===== config.mk =====
export PLATFORM = sky130hd
export DESIGN_NAME = dmem_bus_bridge
export DESIGN_NICKNAME = d
export VERILOG_FILES = /design/src/rtl/dmem_bus_bridge.sv
export SDC_FILE = /design/constraint.sdc
export NUM_CORES = 1
export LEC_CHECK = 0
export BUFFER_PORTS_ARGS = -buffer_cell sky130_fd_sc_hd__buf_2
export CORE_UTILIZATION = 35
export DETAILED_ROUTE_END_ITERATION = 12
export HOLD_SLACK_MARGIN = 0.1
export PLACE_DENSITY = 0.61
export SKIP_CTS_REPAIR_TIMING = 1
export SLEW_MARGIN = 0
export SYNTH_ARGS = -nofsm -noshare
export SYNTH_HDL_FRONTEND = slang
export SYNTH_SLANG_ARGS = --single-unit
export TNS_END_PERCENT = 5

===== constraint.sdc =====
create_clock -name clk -period 2.25 [get_ports clk]
set_clock_uncertainty 0.2 [all_clocks]
set_input_delay 0.225 -clock clk [delete_from_list [all_inputs] [get_ports clk]]
set_output_delay 0.225 -clock clk [all_outputs]
set_load 0.05 [all_outputs]

===== src/rtl/dmem_bus_bridge.sv =====
// Data-memory bus bridge: turns each single-cycle CPU load/store into a
// valid/ready request and a response on a multi-cycle memory bus. The CPU is
// stalled until the access completes. A dead slave is cut off by a response
// timeout that completes the access with zero data and a sticky error flag.
module dmem_bus_bridge #(
  parameter int TIMEOUT = 255,
  parameter int CNT_W   = 8
) (
  input  logic        clk,
  input  logic        rst_n,
  input  logic        mem_rd,
  input  logic [31:0] daddr,
  input  logic [3:0]  dwe,
  input  logic [31:0] dwdata,
  output logic [31:0] drdata,
  output logic        stall,
  output logic        bus_err,
  output logic        bus_req_valid,
  input  logic        bus_req_ready,
  output logic [31:0] bus_addr,
  output logic        bus_write,
  output logic [3:0]  bus_wstrb,
  output logic [31:0] bus_wdata,
  input  logic        bus_rsp_valid,
  input  logic [31:0] bus_rdata
);

  typedef enum logic [1:0] {IDLE, REQ, WAIT_RSP, DONE} state_e;

  // Last counter value still inside the response window.
  localparam logic [CNT_W-1:0] TMO_LAST = CNT_W'(TIMEOUT - 1);

  state_e           state_q, state_d;
  logic [CNT_W-1:0] cnt_q, cnt_d;
  logic [31:0]      drdata_q, drdata_d;
  logic [31:0]      addr_q, addr_d;
  logic [31:0]      wdata_q, wdata_d;
  logic [3:0]       wstrb_q, wstrb_d;
  logic             write_q, write_d;
  logic             err_q, err_d;
  logic             access;

  // Any strobe makes the access a store, even if a load is also decoded.
  assign access = mem_rd | (|dwe);

  // Next-state, request capture, response/timeout handling and stall generation.
  always_comb begin
    state_d       = state_q;
    cnt_d         = cnt_q;
    drdata_d      = drdata_q;
    addr_d        = addr_q;
    wdata_d       = wdata_q;
    wstrb_d       = wstrb_q;
    write_d       = write_q;
    err_d         = err_q;
    stall         = 1'b0;
    bus_req_valid = 1'b0;
    case (state_q)
      IDLE: begin
        // Stall must rise in the same cycle the access appears.
        stall = access;
        if (access) begin
          addr_d  = {daddr[31:2], 2'b00};
          write_d = |dwe;
          wstrb_d = dwe;
          wdata_d = dwdata;
          state_d = REQ;
        end
      end
      REQ: begin
        stall         = 1'b1;
        bus_req_valid = 1'b1;
        if (bus_req_ready) begin
          cnt_d   = '0;
          state_d = WAIT_RSP;
        end
      end
      WAIT_RSP: begin
        stall = 1'b1;
        cnt_d = cnt_q + 1'b1;
        // A response arriving on the last window cycle beats the timeout.
        if (bus_rsp_valid) begin
          if (!write_q) begin
            drdata_d = bus_rdata;
          end
          state_d = DONE;
        end else if (cnt_q == TMO_LAST) begin
          drdata_d = '0;
          err_d    = 1'b1;
          state_d  = DONE;
        end
      end
      DONE: begin
        // Stall is low here so the CPU commits the instruction on this edge.
        state_d = IDLE;
      end
      default: begin
        state_d = IDLE;
      end
    endcase
  end

  // State and datapath registers; reset aborts any transaction in flight.
  always_ff @(posedge clk or negedge rst_n) begin
    if (!rst_n) begin
      state_q  <= IDLE;
      cnt_q    <= '0;
      drdata_q <= '0;
      addr_q   <= '0;
      wdata_q  <= '0;
      wstrb_q  <= '0;
      write_q  <= 1'b0;
      err_q    <= 1'b0;
    end else begin
      state_q  <= state_d;
      cnt_q    <= cnt_d;
      drdata_q <= drdata_d;
      addr_q   <= addr_d;
      wdata_q  <= wdata_d;
      wstrb_q  <= wstrb_d;
      write_q  <= write_d;
      err_q    <= err_d;
    end
  end

  assign drdata    = drdata_q;
  assign bus_err   = err_q;
  assign bus_addr  = addr_q;
  assign bus_write = write_q;
  assign bus_wstrb = wstrb_q;
  assign bus_wdata = wdata_q;

endmodule

==> results.md, run 1 <==
Placed design:
- The number of placed cells counting well taps is 668.
- The total of buffers placed on input and output ports is 204.
- Detailed placement ended at an HPWL of 7.41 mm.
- The placer congestion estimate is 0.767.

Finish:
- The most common cell after layout, fill and taps aside is sky130_fd_sc_hd__buf_2.
- Compared with the post-synthesis result, the final layout area differs by 61.0%.
- The utilization after layout is 58.0%.
- The number of antenna cells inserted is 0.
- The final non-filler cell total is 786.
- The post-route netlist has 44.5% of its cells at a drive strength greater than 1.
- The top cell types in the final layout, fill and taps aside, are sky130_fd_sc_hd__buf_2, sky130_fd_sc_hd__dfrtp_1, sky130_fd_sc_hd__dlygate4sd3_1.
- For this run, the post-layout net count is 725.

Flow run:
- Across the run, the number of max-cap violations was 0.

GRT:
- The pin count of the biggest net entering global routing is 51.
- The wire length of the first global-routing pass is 16.0 mm.
- The total overflow reported by the global router is 0.
- The initial antenna violation count is 0.
- Global routing consumed, over all layers together, 16.4% of the routing resources.
- The via count of the first global-routing pass is 3,216.

Routing:
- The residual antenna-violating net count after detailed routing is 0.
- The residual DRC count is 0.
- Dividing the detail-routed wire length by the instance count gives 14.6 µm.
- The via density per instance is 4.55.
- The vias after detailed routing is 3,579.
- The DRC marker count from the first detailed-route iteration is 184.
- The total length of routed wires is 11.5 mm.
- The iteration count of the initial detailed-routing pass is 4.

Critical path:
- The type of origin of the critical path is a flip-flop.
- The critical path start-end classification is flip-flop to primary output.
- In this run the worst path has a maximum fanout of 17.
- The worst setup path is captured at a primary output.
- Data on the critical path arrives at its endpoint at 1.73 ns.
- For the worst setup path, the data required time is 1.82 ns.

Timing:
- The transition time of the tightest slew-check pin is 0.474 ns.
- In this run the tightest slew margin relative to its limit is 67.5%.
- The final critical delay including setup and external delays is 2.15 ns.
- The post-route fraction of the period consumed by the critical path is 95.6%.
- The max-slew violation count is 0.
- The number of hold violations in the final report is 0.
- Summed over all failing endpoints, the final setup total negative slack is 0 ns.
- Setup violations remaining at the end of the flow were counted as 0.
- Setup repair after global routing left no endpoint under its margin.
- The achievable clock frequency is 0.465 GHz.

Yosys:
- Yosys attributes the largest share of cell area to sky130_fd_sc_hd__dfrtp_1, sky130_fd_sc_hd__mux2_2, sky130_fd_sc_hd__a22o_1.
- The cell area that synthesis handed to floorplanning was 4350 µm².
- After technology mapping, the gate count stands at 303.
- Among all flip-flop cells after synthesis, the most frequent one is sky130_fd_sc_hd__dfrtp_1.
- In this run the mean area of a mapped cell was 14.3 µm².
- Of all flip-flops after synthesis, the portion carrying an async set or reset was 100%.
- The portion of synthesized cell area occupied by the leading cell type is 63.3%.
- The number of warning messages in the yosys log is 0.
- Sequential cells were found to cover 63.3% of the synthesized design area.
- The synthesized netlist contains 32 unique library cells.
- The flop and latch count out of synthesis is 110.
- The top cell type by total area after synthesis is sky130_fd_sc_hd__dfrtp_1.
- The count of flip-flops with a built-in enable after synthesis is 0.

Floorplanning:
- The area of the die is 12,900 µm².
- The floorplan step set the die height to 113 µm.
- The die is 113 µm wide.
- The total area inside the core boundary comes to 12,100 µm².
- The floorplan has 40 rows.
- Once the floorplan was initialized, standard cells occupied 36.0% of the core.
- 209 I/O pins were placed.

Clocking:
- Buffers inserted during clock tree synthesis total 9.
- The clock passes through at most 2 buffers.
- For the worst-skew pair, the clock arrives at the later sink with an insertion delay of 0.34 ns.
- The number of clock sinks seen by CTS is 110.
- Clock-pin slew was measured on the worst setup and hold paths at 0.07 ns.
- The buffer cell driving the clock tree root is sky130_fd_sc_hd__clkbuf_16.
- TritonCTS built the clock tree.
- The H-tree was split into 3 levels.

Min path:
- The worst hold path belongs to the class input pin to async pin.

Pwr:
- The standby leakage power is 3.46 nW.
- The total power per unit cell area is 1700 nW/µm².
- The worst IR drop on VDD is 0.957 mV.
- After layout, the design draws a total of 11.9 mW.

Status:
- The flow ran to the end, and the final reports show no timing, DRC or antenna violations.
[layer usage]
| metal | up-vias | share of wire, % | global-route usage, % |
|---|---|---|---|
| met5 | - | 0 | 0 |
| met4 | 0 | 1.6 | 7.72 |
| met3 | 11 | 7.5 | 5.15 |
| met2 | 154 | 48 | 26.7 |
| met1 | 1718 | 42 | 19.7 |
| li1 | 1696 | - | - |
[synthesized netlist by cell type (2+ instances only)]
master and instances:
sky130_fd_sc_hd__nand2_1 22, sky130_fd_sc_hd__nor2_1 9, sky130_fd_sc_hd__mux2_2 37, sky130_fd_sc_hd__ha_1 7, sky130_fd_sc_hd__mux2i_1 3, sky130_fd_sc_hd__nor3_1 4
sky130_fd_sc_hd__a21oi_1 3, sky130_fd_sc_hd__buf_4 5, sky130_fd_sc_hd__dfrtp_1 110, sky130_fd_sc_hd__nor3b_1 2, sky130_fd_sc_hd__buf_6 4, sky130_fd_sc_hd__nand4_1 2
sky130_fd_sc_hd__o21ai_0 4, sky130_fd_sc_hd__clkbuf_1 7, sky130_fd_sc_hd__mux2_1 25, sky130_fd_sc_hd__inv_1 4, sky130_fd_sc_hd__nand2b_1 3, sky130_fd_sc_hd__nand3_1 4
sky130_fd_sc_hd__a22o_1 34, sky130_fd_sc_hd__xnor2_1 2
[stage by stage]
| step | hold slack, ns | setup WS [ns] | cell area (µm²) |
|---|---|---|---|
| after CTS | -0.433 | -0.218 | 5960 |
| after global placement | -0.0524 | 0.176 | 5590 |
| final | 0.126 | 0.100 | 7000 |
| after detailed placement | -0.0518 | 0.146 | 5590 |
| after global routing | 0.132 | 0.0145 | 7000 |
| after floorplan | -0.271 | 0.166 | 4350 |
[power by group]
part | switching (mW) | internal [mW] | total (mW)
logic | 4.60 | 1.93 | 6.53
clock network | 0.716 | 1.21 | 1.92
registers | 0.520 | 2.93 | 3.45
[state kept, by name, summed over array words and instances, names as in the netlist]
register   flops
bus_err        1
bus_addr      30
bus_wdata     32
drdata        32
state_q        2
bus_wstrb      4
bus_write      1
cnt_q          8
[critical path, cell delays in order, from the launching register on]
cell	delay, ns
sky130_fd_sc_hd__dfrtp_1	0.41
sky130_fd_sc_hd__inv_2	0.11
sky130_fd_sc_hd__ha_4	0.20
sky130_fd_sc_hd__o21ai_4	0.08
sky130_fd_sc_hd__buf_4	0.22
sky130_fd_sc_hd__a21oi_2	0.15
sky130_fd_sc_hd__buf_4	0.20
[final timing paths]
| check | from | to | depth (start not counted) | slack (ns) |
|---|---|---|---|---|
| worst max-delay path | state_q[1] | stall | 6 | 0.1 |
| worst min-delay path | rst_n | bus_wstrb[2] | 2 | 0.13 |
| worst max register to register | state_q[1] | cnt_q[5] | 6 | 0.26 |
| worst min register to register | bus_err | bus_err | 1 | 0.27 |
| max in group asynchronous | rst_n | drdata[0] | 3 | 1.10 |
| min in group clk | bus_rsp_valid | state_q[1] | 4 | 0.18 |
[layout make-up]
type                       count  area [µm²]
inverter                       4        15.0
tap                          168         210
sequential                   110        2750
fill                         955        5060
clock inverter                 7         143
timing repair buffer         314        2160
clock buffer                   9         225
multi-input combinational    174        1500
[kinds of logic after synthesis]
family / Yosys count / share of synthesized area (%)
compound gates: 46 / 8.87
simple gates: 52 / 5.70
other cells: 1 / 0.0863
xor+xnor: 2 / 0.403
buf+inv: 20 / 2.85
mux: 65 / 16.8
flops: 110 / 63.3
fa+ha+maj: 7 / 2.01
No activity file was read; power rests on OpenSTA's default activity.
==> run 2: changes to the inputs <==
Settings changed: CTS_BUF_LIST set to sky130_fd_sc_hd__clkbuf_4, SKIP_CTS_REPAIR_TIMING 1 to not set.
==> results.md, run 2 (same netlist as run 1, synthesis figures left out) <==
Clocking:
- The clock slew at the register clock pins of the worst setup and hold paths is 0.16 ns.
- TritonCTS built the clock tree.
- For the worst-skew pair, the clock arrives at the later sink with an insertion delay of 0.47 ns.
- The maximum level of the CTS H-tree is 3.
- The buffer cell driving the clock tree root is sky130_fd_sc_hd__clkbuf_4.
- The number of clock sinks seen by CTS is 110.
- No sink is reached through more buffers than the 2 on the longest clock path.
- TritonCTS created 9 clock buffers.

Critical path:
- In this run the critical register-to-register path is launched from state_q[1].
- The arrival time of data at the critical path endpoint is 1.75 ns.
- The count of buffer and inverter cells on the critical path is 3.
- The type of origin of the critical path is an input pin.
- Walking the worst path, the cells encountered are dlygate4sd3_1, buf_2, or4_4, o21ai_4, a21oi_2, buf_6.
- The worst setup path is captured at a primary output.
- The critical path starts at dwe[2].
- The critical-path cell with the highest stage delay is sky130_fd_sc_hd__dlygate4sd3_1.
- The delay contributed by the slowest stage of the critical path is 0.53 ns.
- Of all nets on the critical path, the largest fanout is 3.
- On the critical path the largest part of the delay comes from buffers and inverters.
- The data required time of the critical path is 1.82 ns.
- The critical path start-end classification is input pin to primary output.

Floorplanning:
- The area of the core is 12,100 µm².
- The die width is 113 µm.
- The total I/O pin count is 209.
- The area of the die is 12,900 µm².
- The initial standard-cell utilization of the core is 36.0%.
- The number of standard-cell rows in the floorplan is 40.
- Measured along the y axis, the die boundary spans 113 µm.

GRT:
- The total overflow reported by the global router is 0.
- The pin count of the biggest net entering global routing is 51.
- The via count of the first global-routing pass is 3,751.
- The global-route usage over all layers is 19.2%.
- The initial antenna violation count is 0.
- The first global-routing pass estimated 18.7 mm of wire.

Routing:
- The total length of routed wires is 12.0 mm.
- The average routed wire per standard cell is 15.1 µm.
- The residual antenna-violating net count after detailed routing is 0.
- The residual DRC count is 0.
- The vias after detailed routing is 3,646.
- Using the TritonRoute via totals, the vias-per-cell ratio works out to 4.60.
- The iteration count of the initial detailed-routing pass is 4.
- The first routing iteration left 159 violations.

Timing:
- Hold is met by 0.235 ns.
- The worst path needs 2.17 ns of the cycle, external delays included.
- Setup total negative slack on the finished layout was measured at 0 ns.
- The max-slew violation count is 0.
- The transition time of the tightest slew-check pin is 0.901 ns.
- Setup violations remaining at the end of the flow were counted as 0.
- The number of hold violations in the final report came to 0.
- Setup repair after global routing left no endpoint under its margin.
- The achievable clock frequency is 0.461 GHz.
- The worst max-slew margin expressed relative to the limit is 39.7%.
- The post-route fraction of the period consumed by the critical path is 96.5%.

Finish:
- The fill cell total of the finished layout is 955.
- The footprint of the flip-flops and latches is 2750 µm².
- The net count of the finished layout is 732.
- The area of the multi-input gates is 1500 µm².
- From synthesis to final layout, the design area changed by 58.9%.
- In the layout the commonest cells are sky130_fd_sc_hd__buf_2, sky130_fd_sc_hd__dfrtp_1, sky130_fd_sc_hd__dlygate4sd3_1.
- The fraction of final layout cells with drive strength greater than 1 is 44.5%.
- The repair_antennas step left the layout with diodes totalling 0.
- The most common cell after layout, fill and taps aside is sky130_fd_sc_hd__buf_2.

Status:
- The run finished with clean final reports.

Placed design:
- After legalization and detailed placement, the total HPWL measured 7.41 mm.
- At the end of routability-driven placement, the weighted congestion stood at 0.767.
- The total of buffers placed on input and output ports is 204.

Pwr:
- The total power per unit cell area is 1650 nW/µm².
- The analysis attributes to cell leakage a power of 3.42 nW.
- IR analysis of the VDD net gives a maximum drop of 0.971 mV.

Min path:
- The startpoint identified for the worst hold timing path is dwe[0].
- The type of the tightest min-delay check is input pin to flip-flop.

Flow run:
- The max-cap check violation count is 0.
run 2: per-stage QoR:
step / util, % / total power, mW / area (µm²) / instances / setup slack, ns
3_5_place_dp: 46.4 / 9.82 / 5590 / 668 / 0.146
6_report: 57.3 / 11.4 / 6910 / 793 / 0.0799
3_3_place_gp: 46.4 / 9.70 / 5590 / 668 / 0.176
4_1_cts: 57.3 / 11.5 / 6910 / 793 / 0.0707
5_1_grt: 57.3 / 12.0 / 6910 / 793 / 0.0205
2_1_floorplan: - / 8.34 / 4350 / 304 / 0.166
run 2: what timing repair did:
action | in CTS | in global routing
endpoints found under the hold margin | 218 | 0
setup endpoints to repair | 1 | 0
hold buffers | 106 | 0
setup buffers | 4 | 0
resized for setup | 6 | 0
run 2: final timing paths:
check	slack [ns]	end	depth (start not counted)
max in group asynchronous	0.52	cnt_q[7]	3
worst max-delay path	0.08	stall	6
worst max register to register	0.25	drdata[7]	8
worst min-delay path	0.23	state_q[0]	4
min in group asynchronous	0.77	drdata[19]	4
worst min register to register	0.29	bus_err	1
run 2: worst reg2reg max path, delay by kind of cell (launching register included):
family          cells  cell delay (ns)
buf+inv             3             0.55
simple gates        3             0.43
flops               1             0.42
fa+ha+maj           1             0.18
compound gates      1             0.17
run 2: power by group:
part	switching, mW	total [mW]	internal [mW]	leakage [nW]
logic	4.65	6.64	1.99	1.98
clock network	0.657	1.34	0.681	0.111
registers	0.525	3.44	2.92	1.33
total	5.83	11.4	5.59	3.42
run 2: layout make-up:
type | count | area share, %
clock buffers | 9 | 0.978
clock inverters | 7 | 2.07
inverters | 4 | 0.217
multi-input cells | 174 | 21.6
flip-flops and latches | 110 | 39.9
well taps | 168 | 3.04
repair buffers | 321 | 32.2
run 2: routing by layer:
metal / vias to the layer above / track usage [%] / routed length, µm / share of wire [%]
met5: - / 0 / 0 / 0
met4: 0 / 7.81 / 182 / 1.5
met3: 12 / 4.41 / 825 / 6.9
met2: 166 / 33.2 / 5790 / 48
met1: 1767 / 23.1 / 5210 / 43
li1: 1701 / - / - / -
